==> src/rtl/decode_stage_if.sv <==
// rtl/decode_stage_if.sv - decode stage types and fetch/execute handshake interface
package decode_stage_pkg;

  localparam logic [6:0] OPC_LUI    = 7'b0110111;
  localparam logic [6:0] OPC_AUIPC  = 7'b0010111;
  localparam logic [6:0] OPC_JAL    = 7'b1101111;
  localparam logic [6:0] OPC_JALR   = 7'b1100111;
  localparam logic [6:0] OPC_BRANCH = 7'b1100011;
  localparam logic [6:0] OPC_LOAD   = 7'b0000011;
  localparam logic [6:0] OPC_STORE  = 7'b0100011;
  localparam logic [6:0] OPC_OP_IMM = 7'b0010011;
  localparam logic [6:0] OPC_OP     = 7'b0110011;

  typedef enum logic [3:0] {
    ALU_ADD    = 4'd0,
    ALU_SUB    = 4'd1,
    ALU_SLL    = 4'd2,
    ALU_SLT    = 4'd3,
    ALU_SLTU   = 4'd4,
    ALU_XOR    = 4'd5,
    ALU_SRL    = 4'd6,
    ALU_SRA    = 4'd7,
    ALU_OR     = 4'd8,
    ALU_AND    = 4'd9,
    ALU_PASS_B = 4'd10
  } alu_op_t;

  typedef enum logic [2:0] {
    IMM_NONE = 3'd0,
    IMM_I    = 3'd1,
    IMM_S    = 3'd2,
    IMM_B    = 3'd3,
    IMM_U    = 3'd4,
    IMM_J    = 3'd5
  } imm_sel_t;

  typedef enum logic {
    SRC_A_RS1 = 1'b0,
    SRC_A_PC  = 1'b1
  } a_sel_t;

  typedef enum logic {
    SRC_B_RS2 = 1'b0,
    SRC_B_IMM = 1'b1
  } b_sel_t;

  typedef struct packed {
    alu_op_t    alu_op;
    logic       regwen;
    imm_sel_t   imm_sel;
    a_sel_t     a_sel;
    b_sel_t     b_sel;
    logic [4:0] rs1;
    logic [4:0] rs2;
    logic [4:0] rd;
  } control_signals_t;

  // Everything the stage captures per instruction besides the pc
  typedef struct packed {
    control_signals_t ctrl;
    logic [31:0]      imm;
    logic             mem_rd;
    logic             mem_wr;
    logic [2:0]       funct3;
    logic             branch;
    logic             jal;
    logic             jalr;
    logic             illegal;
    logic             md_en;
  } dec_t;

endpackage

interface decode_stage_if #(
  parameter int PC_W = 32
);
  import decode_stage_pkg::*;

  logic             in_valid;
  logic             in_ready;
  logic [PC_W-1:0]  in_pc;
  logic [31:0]      in_instr;
  logic             out_valid;
  logic             out_ready;
  logic [PC_W-1:0]  out_pc;
  control_signals_t out_ctrl;
  logic [31:0]      out_imm;
  logic             out_mem_rd;
  logic             out_mem_wr;
  logic [2:0]       out_funct3;
  logic             out_branch;
  logic             out_jal;
  logic             out_jalr;
  logic             out_illegal;
  logic             out_md_en;

  // Surrounding pipeline: fetch drives the input side, execute drives out_ready
  modport master (
    output in_valid, in_pc, in_instr, out_ready,
    input  in_ready, out_valid, out_pc, out_ctrl, out_imm, out_mem_rd, out_mem_wr,
           out_funct3, out_branch, out_jal, out_jalr, out_illegal, out_md_en
  );

  // The decode stage itself
  modport slave (
    input  in_valid, in_pc, in_instr, out_ready,
    output in_ready, out_valid, out_pc, out_ctrl, out_imm, out_mem_rd, out_mem_wr,
           out_funct3, out_branch, out_jal, out_jalr, out_illegal, out_md_en
  );

endinterface

==> src/rtl/decode_stage.sv <==
// rtl/decode_stage.sv - registered RV32I decode stage with skid buffer; DECODE_RV32M_EN adds RV32M decode
module decode_stage
  import decode_stage_pkg::*;
#(
  parameter int PC_W        = 32,
  parameter int STALL_CNT_W = 16
) (
  input  logic                   clk,
  input  logic                   rst_n,
  input  logic                   flush,
  decode_stage_if.slave          bus,
  output logic [STALL_CNT_W-1:0] stall_cnt
);

  typedef enum logic [1:0] {
    EMPTY = 2'd0,
    FULL  = 2'd1,
    SKID  = 2'd2
  } state_t;

  localparam logic [STALL_CNT_W-1:0] STALL_ONE = 1;
  localparam logic [STALL_CNT_W-1:0] STALL_MAX = '1;

  state_t          state, state_next;
  logic            in_ready_q;
  logic [PC_W-1:0] out_pc_q, skid_pc_q;
  dec_t            out_dec_q, skid_dec_q, dec;
  logic            accept, emit, out_valid;
  logic            load_out, load_out_from_skid, load_skid;

  logic [31:0] instr;
  logic [6:0]  opcode, funct7;
  logic [2:0]  funct3;
  logic [31:0] imm_i, imm_s, imm_b, imm_u, imm_j;
  logic        illegal;

  function automatic alu_op_t alu_from_funct3(input logic [2:0] f3, input logic alt);
    case (f3)
      3'b000:  return alt ? ALU_SUB : ALU_ADD;
      3'b001:  return ALU_SLL;
      3'b010:  return ALU_SLT;
      3'b011:  return ALU_SLTU;
      3'b100:  return ALU_XOR;
      3'b101:  return alt ? ALU_SRA : ALU_SRL;
      3'b110:  return ALU_OR;
      default: return ALU_AND;
    endcase
  endfunction

  assign instr  = bus.in_instr;
  assign opcode = instr[6:0];
  assign funct3 = instr[14:12];
  assign funct7 = instr[31:25];

  assign imm_i = {{20{instr[31]}}, instr[31:20]};
  assign imm_s = {{20{instr[31]}}, instr[31:25], instr[11:7]};
  assign imm_b = {{19{instr[31]}}, instr[31], instr[7], instr[30:25], instr[11:8], 1'b0};
  assign imm_u = {instr[31:12], 12'b0};
  assign imm_j = {{11{instr[31]}}, instr[31], instr[19:12], instr[20], instr[30:21], 1'b0};

  // Combinational decode of the presented instruction; FENCE/SYSTEM are not decoded and trap as illegal
  always_comb begin
    dec          = '0;
    illegal      = 1'b0;
    dec.ctrl.rs1 = instr[19:15];
    dec.ctrl.rs2 = instr[24:20];
    dec.ctrl.rd  = instr[11:7];
    dec.funct3   = funct3;
    case (opcode)
      OPC_LUI: begin
        dec.ctrl.imm_sel = IMM_U;
        dec.ctrl.regwen  = 1'b1;
        dec.ctrl.b_sel   = SRC_B_IMM;
        dec.ctrl.alu_op  = ALU_PASS_B;
      end
      OPC_AUIPC: begin
        dec.ctrl.imm_sel = IMM_U;
        dec.ctrl.regwen  = 1'b1;
        dec.ctrl.a_sel   = SRC_A_PC;
        dec.ctrl.b_sel   = SRC_B_IMM;
      end
      OPC_JAL: begin
        dec.ctrl.imm_sel = IMM_J;
        dec.ctrl.regwen  = 1'b1;
        dec.ctrl.a_sel   = SRC_A_PC;
        dec.ctrl.b_sel   = SRC_B_IMM;
        dec.jal          = 1'b1;
      end
      OPC_JALR: begin
        dec.ctrl.imm_sel = IMM_I;
        dec.ctrl.regwen  = 1'b1;
        dec.ctrl.b_sel   = SRC_B_IMM;
        dec.jalr         = 1'b1;
        illegal          = (funct3 != 3'b000);
      end
      OPC_BRANCH: begin
        dec.ctrl.imm_sel = IMM_B;
        dec.ctrl.a_sel   = SRC_A_PC;
        dec.ctrl.b_sel   = SRC_B_IMM;
        dec.branch       = 1'b1;
        illegal          = (funct3 == 3'b010) || (funct3 == 3'b011);
      end
      OPC_LOAD: begin
        dec.ctrl.imm_sel = IMM_I;
        dec.ctrl.regwen  = 1'b1;
        dec.ctrl.b_sel   = SRC_B_IMM;
        dec.mem_rd       = 1'b1;
        illegal          = (funct3 == 3'b011) || (funct3 == 3'b110) || (funct3 == 3'b111);
      end
      OPC_STORE: begin
        dec.ctrl.imm_sel = IMM_S;
        dec.ctrl.b_sel   = SRC_B_IMM;
        dec.mem_wr       = 1'b1;
        illegal          = (funct3 > 3'b010);
      end
      OPC_OP_IMM: begin
        dec.ctrl.imm_sel = IMM_I;
        dec.ctrl.regwen  = 1'b1;
        dec.ctrl.b_sel   = SRC_B_IMM;
        // Only shift-right uses funct7 to pick arithmetic; ADDI never becomes SUB
        dec.ctrl.alu_op  = alu_from_funct3(funct3, (funct3 == 3'b101) && (funct7 == 7'b0100000));
        if (funct3 == 3'b001)
          illegal = (funct7 != 7'b0000000);
        else if (funct3 == 3'b101)
          illegal = (funct7 != 7'b0000000) && (funct7 != 7'b0100000);
      end
      OPC_OP: begin
        dec.ctrl.regwen = 1'b1;
        dec.ctrl.alu_op = alu_from_funct3(funct3, funct7 == 7'b0100000);
        if (funct7 == 7'b0100000)
          illegal = (funct3 != 3'b000) && (funct3 != 3'b101);
`ifdef DECODE_RV32M_EN
        else if (funct7 == 7'b0000001) begin
          dec.md_en       = 1'b1;
          dec.ctrl.alu_op = ALU_ADD;
        end
`endif
        else
          illegal = (funct7 != 7'b0000000);
      end
      default: illegal = 1'b1;
    endcase
    if (instr[1:0] != 2'b11)
      illegal = 1'b1;
    case (dec.ctrl.imm_sel)
      IMM_I:   dec.imm = imm_i;
      IMM_S:   dec.imm = imm_s;
      IMM_B:   dec.imm = imm_b;
      IMM_U:   dec.imm = imm_u;
      IMM_J:   dec.imm = imm_j;
      default: dec.imm = 32'd0;
    endcase
    // Illegal instructions travel on but must not write state or redirect flow
    if (illegal) begin
      dec.illegal     = 1'b1;
      dec.ctrl.regwen = 1'b0;
      dec.mem_rd      = 1'b0;
      dec.mem_wr      = 1'b0;
      dec.branch      = 1'b0;
      dec.jal         = 1'b0;
      dec.jalr        = 1'b0;
      dec.md_en       = 1'b0;
    end
  end

  assign out_valid = (state != EMPTY);
  assign accept    = bus.in_valid && in_ready_q;
  assign emit      = out_valid && bus.out_ready;

  // State register plus registered in_ready, which drops only while the skid holds an instruction
  always_ff @(posedge clk) begin
    if (!rst_n) begin
      state      <= EMPTY;
      in_ready_q <= 1'b1;
    end else begin
      state      <= state_next;
      in_ready_q <= (state_next != SKID);
    end
  end

  // Next state and load strobes; flush outranks any accept or emit in the same cycle
  always_comb begin
    state_next         = state;
    load_out           = 1'b0;
    load_out_from_skid = 1'b0;
    load_skid          = 1'b0;
    if (flush) begin
      state_next = EMPTY;
    end else begin
      case (state)
        EMPTY: begin
          if (accept) begin
            state_next = FULL;
            load_out   = 1'b1;
          end
        end
        FULL: begin
          if (emit && accept) begin
            load_out = 1'b1;
          end else if (emit) begin
            state_next = EMPTY;
          end else if (accept) begin
            state_next = SKID;
            load_skid  = 1'b1;
          end
        end
        SKID: begin
          if (emit) begin
            state_next         = FULL;
            load_out_from_skid = 1'b1;
          end
        end
        default: state_next = EMPTY;
      endcase
    end
  end

  // Output and skid payload registers; they only change on a load so a stalled output holds steady
  always_ff @(posedge clk) begin
    if (!rst_n) begin
      out_pc_q   <= '0;
      out_dec_q  <= '0;
      skid_pc_q  <= '0;
      skid_dec_q <= '0;
    end else begin
      if (load_out) begin
        out_pc_q  <= bus.in_pc;
        out_dec_q <= dec;
      end else if (load_out_from_skid) begin
        out_pc_q  <= skid_pc_q;
        out_dec_q <= skid_dec_q;
      end
      if (load_skid) begin
        skid_pc_q  <= bus.in_pc;
        skid_dec_q <= dec;
      end
    end
  end

  // Saturating count of cycles where execute holds off a valid output
  always_ff @(posedge clk) begin
    if (!rst_n)
      stall_cnt <= '0;
    else if (out_valid && !bus.out_ready && (stall_cnt != STALL_MAX))
      stall_cnt <= stall_cnt + STALL_ONE;
  end

  assign bus.in_ready    = in_ready_q;
  assign bus.out_valid   = out_valid;
  assign bus.out_pc      = out_pc_q;
  assign bus.out_ctrl    = out_dec_q.ctrl;
  assign bus.out_imm     = out_dec_q.imm;
  assign bus.out_mem_rd  = out_dec_q.mem_rd;
  assign bus.out_mem_wr  = out_dec_q.mem_wr;
  assign bus.out_funct3  = out_dec_q.funct3;
  assign bus.out_branch  = out_dec_q.branch;
  assign bus.out_jal     = out_dec_q.jal;
  assign bus.out_jalr    = out_dec_q.jalr;
  assign bus.out_illegal = out_dec_q.illegal;
  assign bus.out_md_en   = out_dec_q.md_en;

endmodule

==> src/flat_wrapper.sv <==
// flat-port wrapper written by rule: the top's interface ports become plain ports
module decode_stage_flat import decode_stage_pkg::*;
#(
  parameter int PC_W        = 32,
  parameter int STALL_CNT_W = 16
)
  (clk, rst_n, flush, stall_cnt, bus_in_valid, bus_in_pc, bus_in_instr, bus_out_ready, bus_in_ready, bus_out_valid, bus_out_pc, bus_out_ctrl, bus_out_imm, bus_out_mem_rd, bus_out_mem_wr, bus_out_funct3, bus_out_branch, bus_out_jal, bus_out_jalr, bus_out_illegal, bus_out_md_en);
  decode_stage_if #(.PC_W(PC_W)) bus_i ();
  input  logic clk;
  input  logic rst_n;
  input  logic flush;
  output logic [STALL_CNT_W-1:0] stall_cnt;
  input wire logic [$bits(bus_i.in_valid)-1:0] bus_in_valid;
  input wire logic [$bits(bus_i.in_pc)-1:0] bus_in_pc;
  input wire logic [$bits(bus_i.in_instr)-1:0] bus_in_instr;
  input wire logic [$bits(bus_i.out_ready)-1:0] bus_out_ready;
  output wire logic [$bits(bus_i.in_ready)-1:0] bus_in_ready;
  output wire logic [$bits(bus_i.out_valid)-1:0] bus_out_valid;
  output wire logic [$bits(bus_i.out_pc)-1:0] bus_out_pc;
  output wire logic [$bits(bus_i.out_ctrl)-1:0] bus_out_ctrl;
  output wire logic [$bits(bus_i.out_imm)-1:0] bus_out_imm;
  output wire logic [$bits(bus_i.out_mem_rd)-1:0] bus_out_mem_rd;
  output wire logic [$bits(bus_i.out_mem_wr)-1:0] bus_out_mem_wr;
  output wire logic [$bits(bus_i.out_funct3)-1:0] bus_out_funct3;
  output wire logic [$bits(bus_i.out_branch)-1:0] bus_out_branch;
  output wire logic [$bits(bus_i.out_jal)-1:0] bus_out_jal;
  output wire logic [$bits(bus_i.out_jalr)-1:0] bus_out_jalr;
  output wire logic [$bits(bus_i.out_illegal)-1:0] bus_out_illegal;
  output wire logic [$bits(bus_i.out_md_en)-1:0] bus_out_md_en;
  assign bus_i.in_valid = bus_in_valid;
  assign bus_i.in_pc = bus_in_pc;
  assign bus_i.in_instr = bus_in_instr;
  assign bus_i.out_ready = bus_out_ready;
  assign bus_in_ready = bus_i.in_ready;
  assign bus_out_valid = bus_i.out_valid;
  assign bus_out_pc = bus_i.out_pc;
  assign bus_out_ctrl = bus_i.out_ctrl;
  assign bus_out_imm = bus_i.out_imm;
  assign bus_out_mem_rd = bus_i.out_mem_rd;
  assign bus_out_mem_wr = bus_i.out_mem_wr;
  assign bus_out_funct3 = bus_i.out_funct3;
  assign bus_out_branch = bus_i.out_branch;
  assign bus_out_jal = bus_i.out_jal;
  assign bus_out_jalr = bus_i.out_jalr;
  assign bus_out_illegal = bus_i.out_illegal;
  assign bus_out_md_en = bus_i.out_md_en;
  decode_stage #(.PC_W(PC_W), .STALL_CNT_W(STALL_CNT_W)) u_core (.clk(clk), .rst_n(rst_n), .flush(flush), .bus(bus_i), .stall_cnt(stall_cnt));
endmodule
==> config.mk <==
export PLATFORM = sky130hd
export DESIGN_NAME = decode_stage_flat
export DESIGN_NICKNAME = d
export VERILOG_FILES = /design/src/rtl/decode_stage_if.sv /design/src/rtl/decode_stage.sv /design/src/flat_wrapper.sv
export SDC_FILE = /design/constraint.sdc
export NUM_CORES = 1
export LEC_CHECK = 0
export ABC_AREA = 1
export CAP_MARGIN = 20
export CORE_MARGIN = 4
export CORE_UTILIZATION = 40
export CTS_BUF_LIST = sky130_fd_sc_hd__clkbuf_8
export DETAILED_ROUTE_END_ITERATION = 8
export DONT_BUFFER_PORTS = 1
export PLACE_DENSITY = 0.51
export SETUP_SLACK_MARGIN = 0.2
export SLEW_MARGIN = 10
export SYNTH_ARGS = -nofsm -noshare
export SYNTH_HDL_FRONTEND = slang
export SYNTH_SLANG_ARGS = --single-unit
==> constraint.sdc <==
create_clock -name clk -period 1.62 [get_ports clk]
set_input_delay 0.324 -clock clk [delete_from_list [all_inputs] [get_ports clk]]
set_output_delay 0.324 -clock clk [all_outputs]
set_load 0.05 [all_outputs]
Word level (Yosys, flattened, before mapping)
Index checks and enable logic that the tools add are counted.
{"block": "word_totals", "output_inout_bits": 117, "ff_bits": 217, "in_bits": 69, "elab_cells": 141}
{"block": "op_classes", "mux": 47, "add_sub_neg": 1, "order_cmp": 1, "reduce_logical": 24, "eq_ne": 29}
{"cell": "32-bit case mux with 5 select lines", "count": 1}
{"cell": "67-bit two-way mux", "count": 2}
{"cell": "32-bit two-way mux", "count": 2}
{"cell": "4-bit case mux with 7 select lines", "count": 2}
{"cell": "7-bit by 6-bit == test with 1-bit output, second input constant", "count": 4}
{"cell": "1-bit two-way mux", "count": 27}
{"cell": "7-bit == test, second input constant", "count": 3}
{"cell": "3-bit == test, second input constant", "count": 6}
{"cell": "16-bit by 1-bit adder with 16-bit output, second input constant", "count": 1}
{"cell": "16-bit inequality test, second input constant", "count": 1}
{"cell": "3-bit case mux with 5 select lines", "count": 1}
{"cell": "7-bit by 5-bit == test with 1-bit output, second input constant", "count": 2}
{"cell": "2-bit two-way mux", "count": 7}
{"cell": "3-bit by 2-bit == test with 1-bit output, second input constant", "count": 4}
{"cell": "4-bit case mux with 3 select lines", "count": 1}
{"cell": "3-bit OR reduction", "count": 3}
{"cell": "1-bit logical AND", "count": 8}
{"cell": "8-bit OR reduction", "count": 1}
{"cell": "7-bit by 2-bit == test with 1-bit output, second input constant", "count": 1}
{"cell": "7-bit by 6-bit inequality test with 1-bit output, second input constant", "count": 1}
{"cell": "1-bit case mux with 7 select lines", "count": 1}
{"cell": "7-bit nonzero test", "count": 1}
{"cell": "7-bit OR reduction", "count": 1}
{"cell": "3-bit by 1-bit == test with 1-bit output, second input constant", "count": 2}
{"cell": "15 further kinds", "count": 19}

Depth between registers and ports, before layout
{"block": "logic_depth", "ltp_word": 8, "depth_mapped": 12}

Least setup slack after synthesis
No wires, ideal clock.
{"block": "synth_timing", "path_type": "flip-flop to flip-flop", "from": "register u_core.stall_cnt[0]", "to": "register u_core.stall_cnt[0]", "stages_incl_launch_ff": 9, "period_less_slack_ps": 1921, "arrival_ps": 1793, "setup_slack_ps": -301, "cell_sequence": "dfxtp_1 ha_1 nand3_1 nor2_1 nand3_1 nand2_1 buf_2 xor2_1 nor2_1"}
{"block": "synth_via", "elab_chain_len": 2}
{"element": "start: declaration", "line": "decode_stage.sv:12", "rtl": "output logic [STALL_CNT_W-1:0] stall_cnt"}
{"element": "start signal: assignment", "line": "decode_stage.sv:245", "rtl": "stall_cnt <= stall_cnt + STALL_ONE;"}
{"element": "parallel branches: the longest is 2 deep, another holds 16-bit by 1-bit adder with 16-bit output"}
Parallel ways; which one is timed is not known.
A chain may end at the register's enable or synchronous reset.

Final worst setup path
{"block": "layout_timing", "from": "register u_core.stall_cnt[7]", "to": "output port stall_cnt[7]"}
{"element": "end: declaration", "line": "flat_wrapper.sv:12", "rtl": "output logic [STALL_CNT_W-1:0] stall_cnt;"}
No word-level cell between the ends.

==> results <==
- In this run the worst path has a maximum fanout of 5.
- The sum of overflow across all layers after global routing is 0.
- The synthesized netlist net count is 1456.
- The sort of element at the start of the critical path is a register.
- The cell type with the highest aggregate area in the netlist is sky130_fd_sc_hd__dfxtp_1.
- After the last flow step, the layout net total stands at 1611.
- The number of clock buffers inserted by TritonCTS is 38.
- The utilization of the core after routing is 56.4%.
- Summed over all layers, the routed wires come to 33700 um.
- Counting every sink on the clock net gives 215.
- STA puts the critical path data arrival time at 1.17 ns.
- The most used flip-flop cell after synthesis is sky130_fd_sc_hd__dfxtp_1.
- The via count of the first global-routing pass is 8908.
- The floorplan die width is 164 um.
- The die covers 27000 sq um.
- The die boundary height is 164 um.
- The combined global-route utilization of all metal layers is 22.4%.
- The final routed DRC violation total is 0.
- The analysis attributes to cell leakage a power of 6.06 nW.
- Summed over its instances, the top area cell type makes up 44.0% of the synthesized netlist area.
- Setup violations remaining at the end of the flow were counted as 0.
- The number of inserted filler cells in the final layout is 2264.
- A synthesized cell averages 7.06 sq um.
- In the final routed layout, each cell accounts on average for 17.8 um.
- The library cell used most frequently in the layout, excluding fill and tap cells, is sky130_fd_sc_hd__nand2_1.
- The proportion of layout cells with a drive suffix above 1 is 24.1%.
- In this run, the number of DRC markers left after iteration 0 of detailed routing was 683.
- The maximum clock frequency is 669 MHz.
- Setup repair after global routing could not meet its margin everywhere.
- The worst register-to-register path has a depth of 7.
- The run finished with clean final reports.
- The worst ir drop on vdd is 0.577 mV.
- The power per standard cell area is 941 nW/um^2.
- Entering global routing, the biggest net connects 108 pins.
- The critical path is of the register to output port type.
- The instance count along the most critical hold path is 3.
- CTS built an H-tree with a depth of 2.
- The CTS tree is built.
- The area growth from synthesis to layout is 36.9%.
- The total number of yosys warnings is 0.
- The number of port buffers is 0.
- Counting flops and latches in the post-synthesis netlist gives 215.
- The detail route stage leaves a number of antenna-violating nets equal to 0.
- The instance count after placement with tap cells included is 1736.
- The number of antenna violations at the first check in global routing is 0.
- The setup check on the worst reg-to-reg path leaves a slack of 0.15 ns.
- The required time at the endpoint of the critical path is 1.30 ns.
- For the finished layout, the period the worst path requires is 1.50 ns.
- The cell area that synthesis handed to floorplanning was 9790 sq um.
- The class of the worst hold path is input port to register.
- The initial utilization of the core area, before any placement, comes to 41.2%.
- The final cell area excluding filler cells is 13400 sq um.
- In this run the most critical hold path is launched from rst_n.
- The clock reaches the later pin of the worst-skew pair after 0.53 ns.
- The final cycle utilization of the critical path is 92.3%.
- The mux share of post-synthesis cell area is 0%.
- For this block, the via count after detailed routing is 9632.
- The HPWL after detailed placement is 19800 um.
- The startpoint identified for the worst register-to-register timing path is u_core.state[0].
- The portion of the post-synthesis area used by sequential elements is 44.0%.
- In this run, distinct cell masters in the synthesized netlist total 37.
- STA classifies the critical path endpoint as an output port.
- The number of I/O pins is 186.
- The overall power is 12.6 mW.
- The reported max-cap violation count is 0.
- The synthesized netlist devotes 19.2% of its cell area to compound gates.
- The total core area is 23800 sq um.
- The post-synthesis xor/xnor area fraction is 0.447%.
- The capture point of the worst reg-to-reg path is u_core.bus.out_jal.
- In this run the worst setup path begins at u_core.stall_cnt[7].
- Before antenna repair, the detailed router went through 5 iterations.
- The number of placement rows is 56.
- 0 antenna diodes ended up in the layout.
- The number of slew-limit violations in the final report is 0.
- The routability congestion estimate from global placement is 0.881.
- CTS placed an instance of sky130_fd_sc_hd__clkbuf_8 at the clock tree root.
- The routed via count divided by cell count is 5.10.
- The deepest clock path buffer count is 3.
- The end point of the most critical hold path is u_core.bus.out_imm[22].
- The final total negative setup slack is 0 ns.
- The CTS clock-pin slew for the worst setup and hold paths is 0.06 ns.
- The worst path setup slack after routing is 0.125 ns.
- The combinational family with the most area after synthesis is simple AND/OR/NAND/NOR gates.
- After technology mapping, the gate count stands at 1386.
- The minimum setup slack after placement is -0.120 ns.
- The final-report hold violation count came to 0.
- The number of enable-type register cells in the synthesized netlist is 0.
- Yosys attributes the largest share of cell area to sky130_fd_sc_hd__dfxtp_1 44%, sky130_fd_sc_hd__nand2_1 13%, sky130_fd_sc_hd__nor2_1 5.8%.
- The top cell types in the final layout, fill and taps aside, are 326 x sky130_fd_sc_hd__nand2_1, 148 x sky130_fd_sc_hd__inv_1, 145 x sky130_fd_sc_hd__nor2_1, 128 x sky130_fd_sc_hd__dfxtp_1, 103 x sky130_fd_sc_hd__o21ai_0.
- The clock tree skew after final layout is 0.0157 ns.
- After Yosys synthesis, and, or, nand and nor cells account for 25.7% of the synthesized area.
- The wire length of the first global-routing pass is 48900 um.
- Leaving out filler cells and counting taps, the final layout contains 1887.
- Of the total synthesized cell area, the portion taken by full adders, half adders and majority gates is 0.128%.
- The instance area after placement is 11000 sq um.
- The fraction of registers with async set or reset after synthesis is 0%.
- The worst hold-check slack is 0.0111 ns.
[cells by family (layout without fill, tap and decap cells)]
logic type | after synthesis | after routing
other cells | 1 | 1
buf+inv | 243 | 425
xor+xnor | 5 | 5
flops | 215 | 215
compound gates | 332 | 332
fa+ha+maj | 1 | 1
simple gates | 589 | 589
[worst max-delay path, stage by stage, from the launching register on]
cell and delay (ns):
sky130_fd_sc_hd__dfxtp_4 0.36, sky130_fd_sc_hd__buf_4 0.14, sky130_fd_sc_hd__buf_8 0.14
[synth_stat cells (2+ instances only)]
cell type	instances
sky130_fd_sc_hd__nand2_1	333
sky130_fd_sc_hd__dfxtp_1	215
sky130_fd_sc_hd__nor2_1	152
sky130_fd_sc_hd__inv_1	143
sky130_fd_sc_hd__o21ai_0	113
sky130_fd_sc_hd__a21oi_1	87
sky130_fd_sc_hd__a31oi_1	54
sky130_fd_sc_hd__nand3_1	46
sky130_fd_sc_hd__clkbuf_1	45
sky130_fd_sc_hd__buf_2	29
sky130_fd_sc_hd__o211ai_1	25
sky130_fd_sc_hd__o21ai_1	22
sky130_fd_sc_hd__o21bai_1	22
sky130_fd_sc_hd__nand3_2	21
sky130_fd_sc_hd__nand4_1	12
sky130_fd_sc_hd__inv_2	11
sky130_fd_sc_hd__nor3_1	8
sky130_fd_sc_hd__buf_6	7
sky130_fd_sc_hd__buf_4	6
sky130_fd_sc_hd__nand2_2	6
sky130_fd_sc_hd__a311oi_1	3
sky130_fd_sc_hd__nor2_2	3
sky130_fd_sc_hd__xor2_1	3
sky130_fd_sc_hd__clkbuf_2	2
sky130_fd_sc_hd__nand2_4	2
sky130_fd_sc_hd__nor2_4	2
sky130_fd_sc_hd__o21a_1	2
sky130_fd_sc_hd__o221ai_1	2
sky130_fd_sc_hd__xnor2_1	2
[worst max-delay path by stage]
stage                             endpoint
finish                        stall_cnt[7]
global route        u_core.bus.out_imm[27]
CTS                          bus_out_valid
detailed placement   u_core.skid_dec_q[35]
global placement     u_core.skid_dec_q[40]
floorplan              u_core.stall_cnt[0]
[metal layers]
| metal | part of all wire (%) | global-route usage [%] | wire length (um) | vias to the layer above |
|---|---|---|---|---|
| met3 | 7.9 | 5.99 | 2670 | 48 |
| li1 | - | - | - | 4832 |
| met5 | 0 | 0 | 0 | - |
| met1 | 47 | 32.3 | 15800 | 4433 |
| met4 | 1.8 | 5.78 | 600 | 0 |
| met2 | 43 | 33.4 | 14600 | 319 |
[power breakdown]
part / leakage (nW) / switching [mW] / internal (mW) / total [mW]
registers: 1.79 / 0.326 / 5.46 / 5.78
logic: 3.81 / 0.843 / 0.549 / 1.39
clock network: 0.463 / 2.27 / 3.17 / 5.43
[registers in the layout, summed over array words and instances (netlist names), 2 cells and up]
signal	cells
u_core.stall_cnt	16
u_core.state	2
u_core.skid_pc_q	32
u_core.bus.out_imm	32
u_core.skid_dec_q	66
u_core.bus.out_pc	32
u_core.bus.out_ctrl	25
u_core.bus.out_funct3	3
[repair_timing]
action	in CTS	in global routing
pin swaps	6	33
setup endpoints to repair	288	242
endpoints found under the hold margin	150	48
buffers inserted	7	10
hold buffers	51	4
cloned	3	9
gates resized for setup	145	64
[final cells by class]
| type | instances | area (sq um) | share of cell area (%) |
|---|---|---|---|
| clock inverters | 15 | 115 | 0.859 |
| inverters | 154 | 621 | 4.63 |
| multi-input cells | 928 | 4650 | 34.7 |
| repair buffers | 204 | 2450 | 18.3 |
| flip-flops and latches | 215 | 4460 | 33.2 |
| clock buffers | 52 | 716 | 5.34 |
| well taps | 319 | 399 | 2.98 |
(Power assumes the default switching activity.)
